==> src/rtl/mm_pkg.sv <==
// ----------------------------------------------------------------------------
// mm_pkg
// Shared definitions for the matrix-multiply job arbiter slice.
//   state_e          : job sequencer states
//   DEF_*            : default parameter values for the arbiter and its bus
//   id_width()       : width of a requester index (at least one bit)
// ----------------------------------------------------------------------------
package mm_pkg;

    typedef enum logic [2:0] {
        ST_IDLE,
        ST_ISSUE,
        ST_WAIT,
        ST_COMPLETE,
        ST_ABORT
    } state_e;

    localparam int DEF_NREQ        = 4;
    localparam int DEF_AW          = 32;
    localparam int DEF_TIMEOUT_CYC = 4096;

    // A single requester index still needs one bit to be a legal vector.
    function automatic int id_width(input int n);
        return (n > 1) ? $clog2(n) : 1;
    endfunction

endpackage

==> src/rtl/mm_job_arbiter_if.sv <==
// ----------------------------------------------------------------------------
// mm_job_arbiter_if
// Bundles the requester-side job handshake, the engine start/done/abort
// interface and the completion/status outputs of mm_job_arbiter.
//   slave  : the arbiter's view (drives ready, engine controls, completions)
//   master : the surrounding system's view (requesters plus the engine)
// ----------------------------------------------------------------------------
interface mm_job_arbiter_if
    import mm_pkg::*;
#(
    parameter int NREQ = DEF_NREQ,
    parameter int AW   = DEF_AW
);
    localparam int IDW = id_width(NREQ);

    logic [NREQ-1:0]    req_valid;
    logic [NREQ-1:0]    req_ready;
    logic [NREQ*AW-1:0] req_addr;
    logic [NREQ-1:0]    req_mode;
    logic               eng_start;
    logic [AW-1:0]      eng_addr;
    logic               eng_mode;
    logic               eng_done;
    logic               eng_abort;
    logic [NREQ-1:0]    cmp_valid;
    logic [NREQ-1:0]    cmp_error;
    logic               busy;
    logic [IDW-1:0]     active_id;

    modport slave (
        input  req_valid, req_addr, req_mode, eng_done,
        output req_ready, eng_start, eng_addr, eng_mode, eng_abort,
               cmp_valid, cmp_error, busy, active_id
    );

    modport master (
        output req_valid, req_addr, req_mode, eng_done,
        input  req_ready, eng_start, eng_addr, eng_mode, eng_abort,
               cmp_valid, cmp_error, busy, active_id
    );

endinterface

==> src/rtl/rr_arbiter.sv <==
// ----------------------------------------------------------------------------
// rr_arbiter
// Purely combinational round-robin picker.
//   req   in  NREQ   request vector
//   ptr   in  IDW    highest-priority index this round
//   en    in  1      grant allowed
//   grant out NREQ   one-hot grant (zero when disabled or nothing requested)
//   id    out IDW    binary index of the granted requester (0 when none)
// ----------------------------------------------------------------------------
module rr_arbiter
    import mm_pkg::*;
#(
    parameter int NREQ = DEF_NREQ
) (
    input  logic [NREQ-1:0]           req,
    input  logic [id_width(NREQ)-1:0] ptr,
    input  logic                      en,
    output logic [NREQ-1:0]           grant,
    output logic [id_width(NREQ)-1:0] id
);
    localparam int IDW = id_width(NREQ);

    logic found;

    // Scan cyclically starting at ptr; the first requester seen wins.
    always_comb begin
        grant = '0;
        id    = '0;
        found = 1'b0;
        for (int off = 0; off < NREQ; off++) begin
            if (en && !found && req[(int'(ptr) + off) % NREQ]) begin
                grant[(int'(ptr) + off) % NREQ] = 1'b1;
                id    = IDW'((int'(ptr) + off) % NREQ);
                found = 1'b1;
            end
        end
    end

endmodule

==> src/rtl/mm_job_arbiter.sv <==
// ----------------------------------------------------------------------------
// mm_job_arbiter
// Shares one matrix-multiply engine between NREQ job sources. A round-robin
// winner is accepted in IDLE, started with a one-cycle eng_start, watched by
// a watchdog while the engine runs, and finished with a completion pulse
// (cmp_error set when the watchdog expired and the engine was aborted).
//   clk  in  clock
//   rst  in  synchronous active-high reset
//   bus  slave modport of mm_job_arbiter_if (handshake, engine, completions)
// ----------------------------------------------------------------------------
module mm_job_arbiter
    import mm_pkg::*;
#(
    parameter int NREQ        = DEF_NREQ,
    parameter int AW          = DEF_AW,
    parameter int TIMEOUT_CYC = DEF_TIMEOUT_CYC
) (
    input  logic             clk,
    input  logic             rst,
    mm_job_arbiter_if.slave  bus
);
    localparam int IDW = id_width(NREQ);
    localparam int WDW = $clog2(TIMEOUT_CYC);

    state_e          state_q, state_d;
    logic [IDW-1:0]  ptr_q,   ptr_d;
    logic [IDW-1:0]  id_q,    id_d;
    logic [AW-1:0]   addr_q,  addr_d;
    logic            mode_q,  mode_d;
    logic [WDW-1:0]  wd_q,    wd_d;

    logic [NREQ-1:0] grant;
    logic [IDW-1:0]  win_id;
    logic [IDW-1:0]  ptr_next;

    logic [NREQ-1:0] req_ready;
    logic            eng_start;
    logic            eng_abort;
    logic [NREQ-1:0] cmp_valid;
    logic [NREQ-1:0] cmp_error;

    // Grants are only meaningful in IDLE, so the arbiter is gated there.
    rr_arbiter #(.NREQ(NREQ)) u_rr (
        .req   (bus.req_valid),
        .ptr   (ptr_q),
        .en    (state_q == ST_IDLE),
        .grant (grant),
        .id    (win_id)
    );

    // After a job ends, priority moves to the requester just past its owner.
    assign ptr_next = (id_q == IDW'(NREQ - 1)) ? '0 : id_q + IDW'(1);

    always_ff @(posedge clk) begin
        if (rst) begin
            state_q <= ST_IDLE;
            ptr_q   <= '0;
            id_q    <= '0;
            addr_q  <= '0;
            mode_q  <= 1'b0;
            wd_q    <= '0;
        end else begin
            state_q <= state_d;
            ptr_q   <= ptr_d;
            id_q    <= id_d;
            addr_q  <= addr_d;
            mode_q  <= mode_d;
            wd_q    <= wd_d;
        end
    end

    // Sequencer: accept -> start -> wait (done or watchdog) -> report.
    // In WAIT, eng_done is tested before the watchdog so a simultaneous
    // done and expiry is reported as a normal completion.
    always_comb begin
        state_d   = state_q;
        ptr_d     = ptr_q;
        id_d      = id_q;
        addr_d    = addr_q;
        mode_d    = mode_q;
        wd_d      = wd_q;
        req_ready = '0;
        eng_start = 1'b0;
        eng_abort = 1'b0;
        cmp_valid = '0;
        cmp_error = '0;
        case (state_q)
            ST_IDLE: begin
                req_ready = grant;
                if (|grant) begin
                    id_d    = win_id;
                    addr_d  = bus.req_addr[int'(win_id)*AW +: AW];
                    mode_d  = bus.req_mode[win_id];
                    state_d = ST_ISSUE;
                end
            end
            ST_ISSUE: begin
                eng_start = 1'b1;
                wd_d      = '0;
                state_d   = ST_WAIT;
            end
            ST_WAIT: begin
                wd_d = wd_q + WDW'(1);
                if (bus.eng_done) begin
                    state_d = ST_COMPLETE;
                end else if (wd_q == WDW'(TIMEOUT_CYC - 1)) begin
                    state_d = ST_ABORT;
                end
            end
            ST_COMPLETE: begin
                cmp_valid[id_q] = 1'b1;
                ptr_d           = ptr_next;
                state_d         = ST_IDLE;
            end
            ST_ABORT: begin
                eng_abort       = 1'b1;
                cmp_valid[id_q] = 1'b1;
                cmp_error[id_q] = 1'b1;
                ptr_d           = ptr_next;
                state_d         = ST_IDLE;
            end
            default: begin
                state_d = ST_IDLE;
            end
        endcase
    end

    assign bus.req_ready = req_ready;
    assign bus.eng_start = eng_start;
    assign bus.eng_abort = eng_abort;
    assign bus.cmp_valid = cmp_valid;
    assign bus.cmp_error = cmp_error;
    assign bus.eng_addr  = addr_q;
    assign bus.eng_mode  = mode_q;
    assign bus.busy      = (state_q != ST_IDLE);
    assign bus.active_id = (state_q != ST_IDLE) ? id_q : '0;

endmodule

==> src/flat_wrapper.sv <==
// flat-port wrapper written by rule: the top's interface ports become plain ports
module mm_job_arbiter_flat import mm_pkg::*;
#(
    parameter int NREQ        = DEF_NREQ,
    parameter int AW          = DEF_AW,
    parameter int TIMEOUT_CYC = DEF_TIMEOUT_CYC
)
  (clk, rst, bus_req_valid, bus_req_addr, bus_req_mode, bus_eng_done, bus_req_ready, bus_eng_start, bus_eng_addr, bus_eng_mode, bus_eng_abort, bus_cmp_valid, bus_cmp_error, bus_busy, bus_active_id);
  mm_job_arbiter_if #(.NREQ(NREQ), .AW(AW)) bus_i ();
  input  logic clk;
  input  logic rst;
  input wire logic [$bits(bus_i.req_valid)-1:0] bus_req_valid;
  input wire logic [$bits(bus_i.req_addr)-1:0] bus_req_addr;
  input wire logic [$bits(bus_i.req_mode)-1:0] bus_req_mode;
  input wire logic [$bits(bus_i.eng_done)-1:0] bus_eng_done;
  output wire logic [$bits(bus_i.req_ready)-1:0] bus_req_ready;
  output wire logic [$bits(bus_i.eng_start)-1:0] bus_eng_start;
  output wire logic [$bits(bus_i.eng_addr)-1:0] bus_eng_addr;
  output wire logic [$bits(bus_i.eng_mode)-1:0] bus_eng_mode;
  output wire logic [$bits(bus_i.eng_abort)-1:0] bus_eng_abort;
  output wire logic [$bits(bus_i.cmp_valid)-1:0] bus_cmp_valid;
  output wire logic [$bits(bus_i.cmp_error)-1:0] bus_cmp_error;
  output wire logic [$bits(bus_i.busy)-1:0] bus_busy;
  output wire logic [$bits(bus_i.active_id)-1:0] bus_active_id;
  assign bus_i.req_valid = bus_req_valid;
  assign bus_i.req_addr = bus_req_addr;
  assign bus_i.req_mode = bus_req_mode;
  assign bus_i.eng_done = bus_eng_done;
  assign bus_req_ready = bus_i.req_ready;
  assign bus_eng_start = bus_i.eng_start;
  assign bus_eng_addr = bus_i.eng_addr;
  assign bus_eng_mode = bus_i.eng_mode;
  assign bus_eng_abort = bus_i.eng_abort;
  assign bus_cmp_valid = bus_i.cmp_valid;
  assign bus_cmp_error = bus_i.cmp_error;
  assign bus_busy = bus_i.busy;
  assign bus_active_id = bus_i.active_id;
  mm_job_arbiter #(.NREQ(NREQ), .AW(AW), .TIMEOUT_CYC(TIMEOUT_CYC)) u_core (.clk(clk), .rst(rst), .bus(bus_i));
endmodule
==> config.mk <==
export PLATFORM = sky130hd
export DESIGN_NAME = mm_job_arbiter_flat
export DESIGN_NICKNAME = d
export VERILOG_FILES = /design/src/rtl/mm_pkg.sv /design/src/rtl/mm_job_arbiter_if.sv /design/src/rtl/rr_arbiter.sv /design/src/rtl/mm_job_arbiter.sv /design/src/flat_wrapper.sv
export SDC_FILE = /design/constraint.sdc
export NUM_CORES = 1
export LEC_CHECK = 0
export CELL_PAD_IN_SITES_DETAIL_PLACEMENT = 1
export CELL_PAD_IN_SITES_GLOBAL_PLACEMENT = 2
export CORE_UTILIZATION = 23
export DETAILED_ROUTE_END_ITERATION = 16
export PLACE_DENSITY_LB_ADDON = 0.1
export SLEW_MARGIN = 20
export SYNTH_ARGS = -nofsm -noshare
export SYNTH_HDL_FRONTEND = slang
export SYNTH_SLANG_ARGS = --single-unit
==> constraint.sdc <==
create_clock -name clk -period 3.75 [get_ports clk]
set_clock_uncertainty 0.05 [all_clocks]
set_input_delay 0.375 -clock clk [delete_from_list [all_inputs] [get_ports clk]]
set_output_delay 0.375 -clock clk [all_outputs]
set_load 0.005 [all_outputs]
==> results of run 1 <==
-- layer usage --
metal | up-vias | part of all wire | GRT usage
li1 | 1996 | - | -
met1 | 1966 | 0.41 | 0.1921
met2 | 123 | 0.52 | 0.3070
met3 | 9 | 0.065 | 0.04514
met4 | 0 | 0.0097 | 0.03424
met5 | - | 0 | 0
-- power by group --
| group | leakage, nW | internal, mW | total, mW | switching, mW |
|---|---|---|---|---|
| combinational | 1.76 | 0.997 | 1.73 | 0.737 |
| sequential | 0.428 | 0.751 | 0.855 | 0.104 |
| clock | 0.0712 | 0.267 | 0.481 | 0.214 |
-- worst max path at each step --
stage | start | endpoint | slack (ps) | cells after the start
floorplan | u_core.ptr_q[0] | u_core.bus.eng_addr[13] | 650 | 13
global placement | bus_req_valid[1] | u_core.bus.eng_addr[23] | 400 | 9
detailed placement | bus_req_valid[3] | u_core.bus.eng_addr[23] | 400 | 9
CTS | u_core.ptr_q[0] | bus_req_ready[2] | 250 | 8
global route | u_core.ptr_q[0] | bus_req_ready[0] | 140 | 9
finish | u_core.ptr_q[0] | bus_req_ready[2] | 370 | 8
-- cells by family (layout without fill, tap and decap cells) --
logic type,Yosys count,in the layout,share of synthesized area
DFF,52,52,0.2707
muxes,37,37,0.1181
adders and majority gates,13,13,0.04229
AOI/OAI and AO/OA,124,124,0.2775
buffers and inverters,50,223,0.07612
and+or+nand+nor,161,161,0.2154
-- placed cells by master, fill, tap and decap left out, types with 3 or more instances in the layout --
cell	instances
clkdlybuf4s50_1	187
nor2_1	63
a221oi_1	58
dfxtp_1	52
nor2b_1	34
mux2_2	25
nand2_1	15
a21oi_1	14
nand3_1	13
ha_1	13
buf_4	12
inv_1	10
a221oi_2	10
and2_1	9
o21ai_0	8
mux2_4	8
clkbuf_16	5
a22oi_1	4
and3_1	4
nor3_1	4
buf_12	4
mux2i_1	3
a311oi_1	3
o21a_1	3
a211oi_1	3
-- flip-flops by register name, indices dropped and copies added, names as in the netlist --
name and cells:
u_core.bus.eng_addr 32, u_core.bus.eng_mode 1, u_core.id_q 2, u_core.ptr_q 2, u_core.state_q 3, u_core.wd_q 12
-- worst min-delay path: cells and delay by family (launching register included) --
family,cells,cell delay (ps)
flip-flops,1,320
AO/OA/AOI/OAI,2,130
-- final cells by class --
type | instances | area, um2 | share of cell area
multi-input cells | 335 | 2546 | 0.4180
inverters | 11 | 41.29 | 0.006778
repair buffers | 204 | 2047 | 0.3360
well taps | 216 | 270.3 | 0.04436
flip-flops and latches | 52 | 1041 | 0.1709
clock buffers | 8 | 146.4 | 0.02403
==> run metrics, run 1 <==
clk sinks=52; initial antenna violation count=0; Max IR drop VDD=224.2 uV; top post-synthesis cells by area=dfxtp_1 27%, a221oi_1 13%, mux2_2 7.3%; Final Setup Violations=0; Die ar.=0.01724 mm2; Vias/cell=4.956; Ys Warns=0; worst-path cell chain=inv_1, ha_1, mux2i_1, mux2i_1, a31oi_2, a22oi_1, a21oi_1, clkdlybuf4s50_1; most common flop cell mapped by yosys=dfxtp_1; Crit Reg-Reg Startpoint=u_core.ptr_q[0]; share of the synthesized area in the top cell type=0.2707; Synth Register Bits=52; core region area=0.01612 mm2; TritonCTS Buffers=5; Crit Path Class=reg -> out; FF-to-FF End=u_core.bus.eng_addr[13]; minimum clock period=3382 ps; htree depth=2; Relative slew margins=0.6331; vias in the first global route=4245; CTS Hold Bufs=0; Worst Hold Launch=u_core.wd_q[9]; Max Fclk=0.2957 GHz; Net count, final=761; layout cell share with drive strength beyond 1=0.1393; Initial Utilization=0.2387; Slowest cell on crit path=ha_1; Hold Crit Endpoint=u_core.wd_q[9]; CP startpoint kind=flop; DIE WIDTH=131.3 um; Post-synth EDFFs=0; setup ws final=367.6 ps; final wirelength=14.47 mm; Worst Reg-to-Reg Cells=10; Die Span Y=131.3 um; Mapped Area=0.003846 mm2; pre-CTS setup slack=398.7 ps; Setup Buffers After CTS=0; Hold Crit Class=reg -> reg; gr usage total=0.1672; sequential area share after synthesis=0.2707; CP Buf/Inv Count=2; max-cap violations=0; dpl cell area=0.005939 mm2; final instance area=0.006092 mm2; Post-Syn Instances=437; global-route wire length before repair=22.96 mm; run status=finished clean; detailed placement HPWL=11.24 mm; largest net degree at the start of global routing=38; Worst EP arrival=2960 ps; Worst path top cell family by delay=buffers and inverters; synthesis-to-layout area growth=58.39%; commonest cells in the netlist=63 x nor2_1, 58 x a221oi_1, 52 x dfxtp_1; worst skew pair latency=300 ps; drc violations=0; P_leak=2.259 nW; fin cells=826; RePlAce Congestion=0.8526; endpoint class of the critical path=primary output; critical path peak fanout=10; Ports=189; Core Util, Final=0.3780; Final Total Pwr=3.070 mW; Final Hold Fails=0; RSZ-0062 raised after global routing=false; Final Max Tran Viols=0; Max Buffers Root-to-Sink=2; drt pass-1 iters=4; final hold slack=440.2 ps; Final ANT Viol Nets=0; clk slew on worst S/H paths=70 ps; Detailed Route Iter0 Violations=158; leading area contributor after synthesis=dfxtp_1; CTS tree=done; syn_nets=589; Worst Path Required=3320 ps; Top cell by count, worst path=mux2i_1; PD cells=504.0 mW/mm2; Avg Cell Area, Syn=8.801 um2; share of the clock period used by the worst path=0.9020; ant diodes=0; register-to-register setup slack=490 ps; number of I/O port buffers=188; drt wl/cell=17.51 um; CP peak stage delay=550 ps; CTS Root Cell=clkbuf_16; Yosys cell types=58; Placed Cells incl. Taps=818; most instantiated library cell after synthesis=nor2_1; Total Neg Setup Slack=0 ps; Core Rows=46; DR vias=4094; worst-margin pin slew=550.3 ps; FFs w/ async S/R, synth=0; hold depth=2; gr ovfl total=0; fill count=1858; Post-CTS Resized=0
No activity file was read; power rests on OpenSTA's default activity.
==> run 2, diff against run 1 <==
TNS_END_PERCENT = 30   (was not set)
==> results of run 2 <==
Same layout as run 1: the final DEF is identical, and so are final timing and power.
==> run 3, diff against run 2 <==
CORE_UTILIZATION = 22   (was 23)
SYNTH_HIERARCHICAL = 1   (was not set)
TNS_END_PERCENT = 1   (was 30)
==> run metrics, run 3 <==
global-route wire length before repair=20.92 mm; max-cap violations=0; Crit Path Class=reg -> out; sequential area share after synthesis=0.2957; Relative slew margins=0.2901; grt met1 use=0.1927; Pint=2.042 mW; endpoint class of the critical path=primary output; DIE WIDTH=128.5 um; fin cells=763; number of I/O port buffers=188; Final ANT Viol Nets=0; share of power burned in registers=0.258; Die ar.=0.01651 mm2; layout cell share with drive strength beyond 1=0.1196; CTS Root Cell=clkbuf_16; DR vias=3564; worst-path cell chain=inv_1, ha_1, nor2b_1, o211ai_1, o22ai_1, and3b_2, a221o_1, and2_1, clkdlybuf4s50_1; Comb power frac=0.592; Max IR drop VDD=203.7 uV; Worst Path Required=3320 ps; worst skew pair latency=300 ps; Post-CTS Resized=0; initial antenna violation count=0; Net count, final=704; Post-synth EDFFs=0; commonest cells in the netlist=82 x nand2_1, 52 x dfxtp_1, 44 x a21oi_1; grt peak-use layer=met2; FFs w/ async S/R, synth=0; Core Rows=45; syn_nets=527; dpl cell area=0.005653 mm2; vias in the first global route=3853; RePlAce Congestion=0.7835; Final Max Tran Viols=0; Post-Syn Instances=375; Final Setup Violations=0; leading area contributor after synthesis=dfxtp_1; Worst EP arrival=3020 ps; final wirelength=13.44 mm; worst-margin pin slew=1065 ps; Yosys cell types=54; RSZ-0062 raised after global routing=false; synthesis-to-layout area growth=64.89%; Synth Register Bits=52; Avg Cell Area, Syn=9.389 um2; P_sw=1.262 mW; PD cells=569.1 mW/mm2; max reg flops=32; gr ovfl total=0; Max Buffers Root-to-Sink=2; drt pass-1 iters=4; Setup Buffers After CTS=0; Net Sw Frac=0.3821; Initial Utilization=0.2282; top post-synthesis cells by area=dfxtp_1 30%, mux4_2 22%, nand2_1 8.7%; Die Span Y=128.5 um; Vias/cell=4.671; core region area=0.01543 mm2; clk sinks=52; ant diodes=0; Detailed Route Iter0 Violations=161; GR Layer Usage met3=0.06112; most frequent cells in the layout=187 x clkdlybuf4s50_1, 82 x nand2_1, 52 x dfxtp_1; Slowest cell on crit path=clkdlybuf4s50_1; CP peak stage delay=490 ps; Hold Crit Class=reg -> reg; P_leak=2.000 nW; final instance area=0.005806 mm2; CTS tree=done; minimum clock period=3442 ps; drt wl/cell=17.61 um; most instantiated library cell after synthesis=nand2_1; Total Neg Setup Slack=0 ps; share of the clock period used by the worst path=0.9178; met2 track demand over resource=0.2903; Placed Cells incl. Taps=756; Final Hold Fails=0; htree depth=2; gr usage total=0.1670; clk slew on worst S/H paths=70 ps; commonest non-fill, non-tap cell in the layout=clkdlybuf4s50_1; Ys Warns=6; CP startpoint kind=flop; CTS Hold Bufs=0; clock power share=0.151; fill count=1784; Mapped Area=0.003521 mm2; critical path peak fanout=8; drc violations=0; most common flop cell mapped by yosys=dfxtp_1; TritonCTS Buffers=5; Max Fclk=0.2906 GHz; run status=finished clean; largest net degree at the start of global routing=53; share of the synthesized area in the top cell type=0.2957; Ports=189; Final Total Pwr=3.304 mW; detailed placement HPWL=10.41 mm
## run 3: logic make-up after synthesis
logic type               share of synthesized area
flip-flops                                  0.2957
adder cells (fa/ha/maj)                    0.04620
buffers and inverters                      0.04619
AND/OR/NAND/NOR                             0.2047
multiplexers                                0.2584
AO/OA/AOI/OAI                               0.1489
## run 3: metal layers
| metal | wire [um] | up-vias |
|---|---|---|
| met5 | 0 | - |
| met3 | 1093 | 12 |
| met1 | 5426 | 1707 |
| met4 | 227 | 0 |
| met2 | 6690 | 126 |
| li1 | - | 1719 |
## run 3: final timing paths
kind / from / to / slack (ps) / depth (start not counted)
setup / recovery: u_core/ptr_q[1] / bus_req_ready[3] / 310 / 9
hold / removal: u_core/bus.eng_addr[27] / u_core/bus.eng_addr[27] / 410 / 2
setup reg to reg: u_core/ptr_q[1] / u_core/id_q[0] / 560 / 11
hold reg to reg: u_core/bus.eng_addr[27] / u_core/bus.eng_addr[27] / 410 / 2
## run 3: power by group through the flow
stage	combinational, mW	clock [mW]	sequential (mW)
final	1.95	0.498	0.851
after global routing	2.15	0.548	0.875
after CTS	2.00	0.528	0.856
after detailed placement	2.00	0	0.866
after global placement	2.00	0	0.854
after floorplan	1.09	0	0.860
## run 3: stage by stage
stage	utilization	hold WS (ps)	setup WS (ps)
finish	0.3763	406.0	308.3
global route	0.3763	425.1	159.3
floorplan	-	402.7	322.3
global placement	0.3664	391.2	473.1
CTS	0.3763	408.6	302.8
detailed placement	0.3664	398.2	399.7
## run 3: worst max-delay path, delay by kind of cell, from the launching register on
family,cells,cell delay (ps)
simple gates,3,670
compound gates,3,620
buf+inv,2,610
fa+ha+maj,1,480
flops,1,330
## run 3: area by class of cell
cell class,count,area (um2),area share
Multi-Input combinational cell,290,2347,0.4043
Tap cell,211,264.0,0.04547
Timing Repair Buffer,196,1974,0.3401
Clock buffer,7,152.6,0.02629
Sequential cell,52,1041,0.1793
Inverter,7,26.28,0.004526
==> edit, RTL diff (settings of run 3) <==
Encoding of `state_e`: now one-hot (5 bits for 5 states).
--- a/src/rtl/mm_pkg.sv
+++ b/src/rtl/mm_pkg.sv
@@ -7,12 +7,12 @@
 // ----------------------------------------------------------------------------
 package mm_pkg;
 
-    typedef enum logic [2:0] {
-        ST_IDLE,
-        ST_ISSUE,
-        ST_WAIT,
-        ST_COMPLETE,
-        ST_ABORT
+    typedef enum logic [4:0] {
+        ST_IDLE     = 5'b00001,
+        ST_ISSUE    = 5'b00010,
+        ST_WAIT     = 5'b00100,
+        ST_COMPLETE = 5'b01000,
+        ST_ABORT    = 5'b10000
     } state_e;
 
     localparam int DEF_NREQ        = 4;
Formal check against the unedited RTL: same outputs for any inputs over 4 cycles, from zero or initial values and one cycle with rst high; so few cycles prove little.
==> edit against run 3 <==
Sequential share of layout area grew 0.28 points; area after synthesis increased by 3.7%; largest power group unchanged; critical path depth up 3; highest routed layer unchanged; routed wire length down 0.32%; total power down 31%; clock power shrank 4%; register-to-register slack worse by 0.21 ns; sequential cell count up 2; worst setup slack better by 0.040 ns; design area grew 2.2%.
==> edit: results <==
metrics = {
    "logic_synthesis": {
        "synthTopCellsByCount": "nand2_1 (84), dfxtp_1 (54), a21oi_1 (38), mux4_2 (35), nor2_1 (15)",
        "avgSynthCellArea_um2": 9.44,
        "ys_seq_area_frac": 0.296,
        "synthDistinctLibCells": 58,
    },
    "worst_setup_path": {
        "critPathArrivalTime_ns": 3.49,
        "slowest_stage": "or4_4",
        "cp_max_fo": 36,
        "max_stage_delay_ns": 0.56,
    },
    "power_and_ir_drop": {
        "p_sw_w": 0.000742,
        "max-vdd-ir-drop_mv": 0.216,
    },
    "status": {
        "status": "finished clean",
    },
    "finish": {
        "nNetsFinal": 718,
        "area_delta_synth_final_pct": 62.5,
        "fill_cells": 1817,
        "fin_cells": 783,
    },
    "drt": {
        "drt_iter0_drc": 123,
        "drt_wl_total_mm": 13.4,
        "vias_per_cell": 4.74,
    },
    "placed_design": {
        "dp_hpwl_mm": 10.5,
        "routabilityCongestion": 0.801,
    },
    "timing": {
        "worstMarginPinSlew_ns": 1.01,
    },
    "global_routing": {
        "grt_pass1_wl_mm": 21.2,
        "grt_pass1_vias": 4040,
        "use_met1": 0.191,
        "grt_usage": 0.163,
    },
}
[edit: final timing paths]
check | start | cells past startpoint | end
hold reg to reg | u_core/bus.eng_addr[14]$_SDFFE_PP0P_ | 2 | u_core/bus.eng_addr[14]$_SDFFE_PP0P_
setup / recovery | u_core/ptr_q[1]$_SDFFE_PP0P_ | 12 | u_core/bus.eng_addr[30]$_SDFFE_PP0P_
hold / removal | u_core/bus.eng_addr[14]$_SDFFE_PP0P_ | 2 | u_core/bus.eng_addr[14]$_SDFFE_PP0P_
setup reg to reg | u_core/ptr_q[1]$_SDFFE_PP0P_ | 12 | u_core/bus.eng_addr[30]$_SDFFE_PP0P_
[edit: cell type report]
class,count,area share
tap,216,0.0455
clock inverter,1,0.000843
timing repair buffer,198,0.335
sequential,54,0.182
multi-input combinational,297,0.406
clock buffer,7,0.0240
inverter,10,0.00632
[edit: metrics by stage]
step,hold slack [ns],setup WS [ns],total power [W]
after floorplan,0.391,0.188,0.00129
after global placement,0.392,0.318,0.00182
after detailed placement,0.400,0.270,0.00184
after CTS,0.409,0.338,0.00234
after global routing,0.426,0.105,0.00246
final,0.406,0.348,0.00228
[edit: cells by family (layout without fill, tap and decap cells)]
kind of cell,after synthesis,after routing,share of synthesized area
buf+inv,36,216,0.0524
flops,54,54,0.296
compound gates,79,79,0.140
xor+xnor,3,3,0.00720
simple gates,158,158,0.218
fa+ha+maj,13,13,0.0445
mux,44,44,0.243
[edit: per-layer routing]
metal / wire length (um) / share of wire / up-vias
met2: 6390 / 0.48 / 127
met1: 5500 / 0.41 / 1791
met4: 159 / 0.012 / 0
li1: - / - / 1788
met3: 1340 / 0.10 / 9
met5: 0 / 0 / -
[edit: worst reg2reg max path: stages (launching register included)]
cell      delay [ns]
dfxtp_1         0.33
inv_1           0.11
ha_1            0.42
nor2b_1         0.20
o211ai_1        0.19
o22ai_1         0.13
and3b_2         0.27
a221o_1         0.33
or4_4           0.56
and3_1          0.20
buf_4           0.25
nand2_1         0.16
a21oi_1         0.06
[edit: power groups by stage]
stage | Clock (W) | Sequential, W | Combinational (W)
after floorplan | 0 | 0.000747 | 0.000541
after global placement | 0 | 0.000755 | 0.00107
after detailed placement | 0 | 0.000759 | 0.00109
after CTS | 0.000502 | 0.000747 | 0.00109
after global routing | 0.000535 | 0.000759 | 0.00116
final | 0.000479 | 0.000743 | 0.00106
